--- config.mk ---
export PLATFORM = sky130hd
export DESIGN_NAME = lvds_panel_pwr_seq
export DESIGN_NICKNAME = d
export VERILOG_FILES = /design/src/rtl/lvds_panel_pwr_seq.sv
export SDC_FILE = /design/constraint.sdc
export NUM_CORES = 1
export LEC_CHECK = 0
export CAP_MARGIN = 15
export CORE_MARGIN = 4
export CORE_UTILIZATION = 48
export DETAILED_ROUTE_END_ITERATION = 16
export PLACE_DENSITY = 0.67
export SETUP_SLACK_MARGIN = 0.5
export SYNTH_ARGS = -nofsm -noshare
export SYNTH_HDL_FRONTEND = slang
export SYNTH_SLANG_ARGS = --single-unit
--- constraint.sdc ---
create_clock -name i_clk_65mhz -period 5.2 [get_ports i_clk_65mhz]
set_clock_uncertainty 0.1 [all_clocks]
set_input_delay 1.04 -clock i_clk_65mhz [delete_from_list [all_inputs] [get_ports i_clk_65mhz]]
set_output_delay 1.04 -clock i_clk_65mhz [all_outputs]
set_load 0.005 [all_outputs]
--- src/rtl/lvds_panel_pwr_seq.sv ---
// lvds_panel_pwr_seq: panel VDD / LVDS enable / backlight power sequencer with backlight PWM (ports: i_clk_65mhz, i_rst, i_pwr_req, i_bl_duty -> o_panel_vdd, o_lvds_en, o_bl_en, o_bl_pwm, o_panel_on, o_state)
module lvds_panel_pwr_seq #(
  parameter int CYC_PER_MS = 65000,
  parameter int T1_MS      = 20,
  parameter int T2_MS      = 200,
  parameter int T3_MS      = 200,
  parameter int T4_MS      = 20,
  parameter int T5_MS      = 500,
  parameter int PWM_DIV    = 16
) (
  input  logic       i_clk_65mhz,
  input  logic       i_rst,
  input  logic       i_pwr_req,
  input  logic [7:0] i_bl_duty,
  output logic       o_panel_vdd,
  output logic       o_lvds_en,
  output logic       o_bl_en,
  output logic       o_bl_pwm,
  output logic       o_panel_on,
  output logic [2:0] o_state
);
  typedef enum logic [2:0] {OFF, UP1, UP2, ACTIVE, DN1, DN2, COOL} state_t;
  localparam int TA   = T1_MS > T2_MS ? T1_MS : T2_MS;
  localparam int TB   = T3_MS > T4_MS ? T3_MS : T4_MS;
  localparam int TC   = TA > TB ? TA : TB;
  localparam int TMAX = TC > T5_MS ? TC : T5_MS;
  localparam int PW   = $clog2(CYC_PER_MS + 1);
  localparam int MW   = $clog2(TMAX + 1);
  localparam int DW   = $clog2(PWM_DIV + 1);
  state_t state, state_n;
  logic [PW-1:0] pre;
  logic [MW-1:0] ms, dly;
  logic [DW-1:0] div, div_n;
  logic [7:0] pwm_cnt, pwm_cnt_n, duty_q, duty_n;
  logic expired, vdd_n, lvds_n, bl_n, pwm_n, rise, step;
  assign o_state = state;
  always_comb begin
    dly = state == UP1 ? MW'(T1_MS) : state == UP2 ? MW'(T2_MS) : state == DN1 ? MW'(T3_MS) :
          state == DN2 ? MW'(T4_MS) : state == COOL ? MW'(T5_MS) : MW'(1);
    expired = pre == PW'(CYC_PER_MS - 1) && ms == dly - 1'b1;
    state_n = state;
    case (state)
      OFF:     state_n = i_pwr_req ? UP1 : OFF;
      UP1:     state_n = expired ? UP2 : !i_pwr_req ? DN2 : UP1;
      UP2:     state_n = expired ? ACTIVE : !i_pwr_req ? DN1 : UP2;
      ACTIVE:  state_n = i_pwr_req ? ACTIVE : DN1;
      DN1:     state_n = expired ? DN2 : DN1;
      DN2:     state_n = expired ? COOL : DN2;
      COOL:    state_n = expired ? OFF : COOL;
      default: state_n = OFF;
    endcase
    vdd_n  = state_n inside {UP1, UP2, ACTIVE, DN1, DN2};
    lvds_n = state_n inside {UP2, ACTIVE, DN1};
    bl_n   = state_n == ACTIVE;
    // PWM next values are computed here so o_bl_pwm can be registered yet match pwm_cnt < duty_q exactly
    rise      = bl_n & ~o_bl_en;
    step      = o_bl_en & (div == DW'(PWM_DIV - 1));
    div_n     = rise ? '0 : !o_bl_en ? div : step ? '0 : div + 1'b1;
    pwm_cnt_n = rise ? 8'd0 : step ? pwm_cnt + 8'd1 : pwm_cnt;
    duty_n    = (rise || (step && pwm_cnt == 8'hff)) ? i_bl_duty : duty_q;
    pwm_n     = bl_n & (pwm_cnt_n < duty_n);
  end
  always_ff @(posedge i_clk_65mhz) begin
    if (i_rst) begin
      state       <= OFF;
      pre         <= '0;
      ms          <= '0;
      div         <= '0;
      pwm_cnt     <= 8'd0;
      duty_q      <= 8'd0;
      o_panel_vdd <= 1'b0;
      o_lvds_en   <= 1'b0;
      o_bl_en     <= 1'b0;
      o_bl_pwm    <= 1'b0;
      o_panel_on  <= 1'b0;
    end else begin
      state       <= state_n;
      div         <= div_n;
      pwm_cnt     <= pwm_cnt_n;
      duty_q      <= duty_n;
      o_panel_vdd <= vdd_n;
      o_lvds_en   <= lvds_n;
      o_bl_en     <= bl_n;
      o_bl_pwm    <= pwm_n;
      o_panel_on  <= bl_n;
      // Timer restarts on every state entry and idles in the untimed states
      if (state_n != state || state == OFF || state == ACTIVE) begin
        pre <= '0;
        ms  <= '0;
      end else if (pre == PW'(CYC_PER_MS - 1)) begin
        pre <= '0;
        ms  <= ms + 1'b1;
      end else begin
        pre <= pre + 1'b1;
      end
    end
  end
endmodule

==> metrics.cfg <==
[global_routing]
grt_use_total_pct = 16.2
grt_pass1_wl_mm = 9.88
first_global_vias = 2181
grt_max_degree = 37
antenna_found_initial = 0
grt_overflow_total = 0

[worst_setup_path]
r2r-end = o_bl_pwm$_SDFF_PP0_
r2r_start = o_state[2]$_SDFF_PP0_
cp_slowest_cell = nor3_1
r2r_cells = 15
cp.depth = 15
startpoint = o_state[2]$_SDFF_PP0_
crit_path_cell_trace = nor3_1 -> nor2_1 -> ha_1 -> xnor2_1 -> nand2_1 -> o22a_1 -> a2111o_1 -> a21oi_2 -> nor2_1 -> ha_1 -> nand3_1 -> nor2_1 -> nand3_1 -> a31o_2 -> o311a_1
crit_path_frequent_cell = nor2_1
critical_path_arrival_ns = 4.43
critical_path.endpoint = o_bl_pwm$_SDFF_PP0_
ff2ff_setup_slack_ns = 0.86
path_delay_family = compound AO/OA/AOI/OAI gates
start_kind = flip-flop
crit_required_ns = 5.29
end_kind = flip-flop
path_class = reg -> reg
critPathMaxFanout = 13
cpPeakStageDelay_ns = 0.49
path_buf_inv = 0

[floorplan]
coreArea_um2 = 5890
fp-row-count = 28
io_pins = 19
initial_core_util_pct = 49.2
die_h_um = 85.7
dieWidth_um = 85.7
die-area_um2 = 7340

[hold_path]
holdCritPathClass = reg -> reg

[power_and_ir_drop]
p_sw_uw = 164
power_frac_seq_pct = 54.9
leakagePower_nw = 1.24
total_power_uw = 754
intPower_uw = 590
clkPwrFrac_pct = 38.2
p_comb_share_pct = 7.0
power_density_nw_per_um2 = 229
irDropWorstVdd_v = 0.000152
switching_share_pct = 21.8

[status]
outcome = finished, final reports clean

[yosys]
synthCells = 336
synth_flop_cell = dfxtp_1
synth_edf_count = 0
synth_area_leaders = dfxtp_1 (37%), xor2_1 (7.0%), mux2i_1 (6.9%)
synth.distinct_cells = 47
syn-mean-instance-area_um2 = 8.62
ys_seq_elements = 53
synth_area_leader_cell = dfxtp_1
synth-seq-area-share_pct = 36.6
ys_async_sr_fraction_pct = 0
yosys_warnings = 0
netlist_area_um2 = 2900
synth_nets = 359
synth_top_cell_area_share_pct = 36.6

[detailed_routing]
wl_mm = 5.63
drt_iter0_markers = 103
drtAntennaViolNets = 0
viasPerCell = 5.43
firstDrtPassIters = 4
route.detailed.drc = 0
vias = 2324
post_drt_wl_per_cell_um = 13.1

[job]
cap_violations = 0

[clocking]
clk_latency_ns = 0.30
cts_hold_buf = 0
clockRootBuffer = clkbuf_8
tritoncts = done
htree_levels = 2
clk_pin_slew_ns = 0.09
numCtsBuffers = 5
cts_sinks = 53
clockBufferDepth = 2

[final_layout]
fill_cells = 567
final_cells = 428
drive_gt1_share_pct = 7.93
area_delta_synth_final_pct = 13.9
fin_nets = 375
multiInputGateArea_um2 = 1770
post-route-util_pct = 56.1
regArea_um2 = 1060
n_antenna_cell = 0

[sta]
drv_slew = 0
max_freq_mhz = 230
rsz0062_at_grt = no
setup_viol_count_final = 0
fin_setup_tns_ns = 0
finalHoldViolCount = 0
tightest_slew_ns = 0.573
period_share_pct = 83.5
fin_crit_ns = 4.34
layout_setup_ws_ns = 0.858
slew-limit-headroom_pct = 61.7

[placement]
place_hpwl_mm = 4.09
place_congestion = 0.825
placed_cells = 415
place_ws_ns = 0.575
place.port_buffers = 18

sequential cells by signal, indices dropped and copies added (netlist names):
signal       count
ms               9
o_panel_vdd      1
pre             16
duty_q           8
o_state          3
o_bl_pwm         1
o_panel_on       1
div              5
pwm_cnt          8
o_lvds_en        1
synthesized netlist by cell type, types with 7 or more instances:
cell type / n
dfxtp_1: 53
nor2_1: 51
xor2_1: 23
nand2_1: 22
nand2b_1: 21
mux2i_1: 20
nor3_1: 19
nand3_1: 15
ha_1: 12
xnor2_1: 12
clkbuf_1: 10
nand4_1: 7
o21ai_0: 7
how the worst min path moves through the flow:
stage / from / slack [ns] / endpoint / cells past startpoint
floorplan: pre[0]$_SDFF_PP0_ / 0.32 / pre[0]$_SDFF_PP0_ / 1
CTS: div[4]$_SDFFE_PP0P_ / 0.35 / div[4]$_SDFFE_PP0P_ / 2
finish: pre[0]$_SDFF_PP0_ / 0.35 / pre[0]$_SDFF_PP0_ / 1
detailed placement: div[4]$_SDFFE_PP0P_ / 0.33 / div[4]$_SDFFE_PP0P_ / 2
global route: pre[0]$_SDFF_PP0_ / 0.39 / pre[0]$_SDFF_PP0_ / 1
global placement: pre[0]$_SDFF_PP0_ / 0.33 / pre[0]$_SDFF_PP0_ / 1
logic make-up after synthesis:
family	after synthesis	share of synthesized area, %
AO/OA/AOI/OAI	34	8.98
XOR/XNOR	35	10.6
adder cells (fa/ha/maj)	12	5.18
buffers and inverters	18	2.81
flip-flops	53	36.6
multiplexers	20	6.91
AND/OR/NAND/NOR	164	28.9
power groups by stage:
stage               combinational (mW)  clock, mW  sequential (mW)
floorplan                       0.0342          0            0.420
global placement                0.0505          0            0.423
detailed placement              0.0514          0            0.423
CTS                             0.0517      0.297            0.414
global route                    0.0578      0.313            0.415
finish                          0.0526      0.288            0.414
timing repair:
action	in CTS	in global routing
setup endpoints to repair	0	1
setup buffers	0	5
resized for setup	0	4
layout by cell type, fill, tap and decap left out, types with 3 or more instances in the layout:
cell type / netlist / final
xnor2_1: 12 / 12
nor2_1: 51 / 51
nor3_1: 19 / 19
a21oi_1: 4 / 3
nor2b_1: 5 / 5
nand4_1: 7 / 7
nor4_1: 3 / 3
xor2_1: 23 / 23
mux2i_1: 20 / 20
nand2b_1: 21 / 21
nand3_1: 15 / 15
dfxtp_1: 53 / 51
or2_2: 3 / 3
clkbuf_8: 0 / 6
nand2_1: 22 / 22
buf_4: 2 / 7
ha_1: 12 / 12
o21ai_0: 7 / 7
clkdlybuf4s50_1: 0 / 18
a31oi_1: 3 / 3
and2_1: 3 / 3
metal layers:
layer | part of all wire [%] | vias to the layer above | GRT usage (%)
met1 | 49 | 1092 | 21.0
met4 | 1.3 | 0 | 4.32
met2 | 48 | 23 | 27.8
met5 | 0 | - | 0
met3 | 2.0 | 9 | 2.88
li1 | - | 1200 | -
cell type report:
| class | count | area share [%] |
|---|---|---|
| multi-input cells | 265 | 53.5 |
| flip-flops and latches | 53 | 32.2 |
| repair buffers | 26 | 7.66 |
| well taps | 75 | 2.84 |
| clock buffers | 6 | 2.50 |
| clock inverters | 2 | 1.14 |
| inverters | 1 | 0.114 |
metrics by stage:
| step | area, µm² | hold WS, ns |
|---|---|---|
| finish | 3300 | 0.350 |
| global placement | 3120 | 0.326 |
| floorplan | 2900 | 0.318 |
| CTS | 3240 | 0.350 |
| global route | 3300 | 0.390 |
| detailed placement | 3120 | 0.334 |
Power figures use the tool's default switching activity.
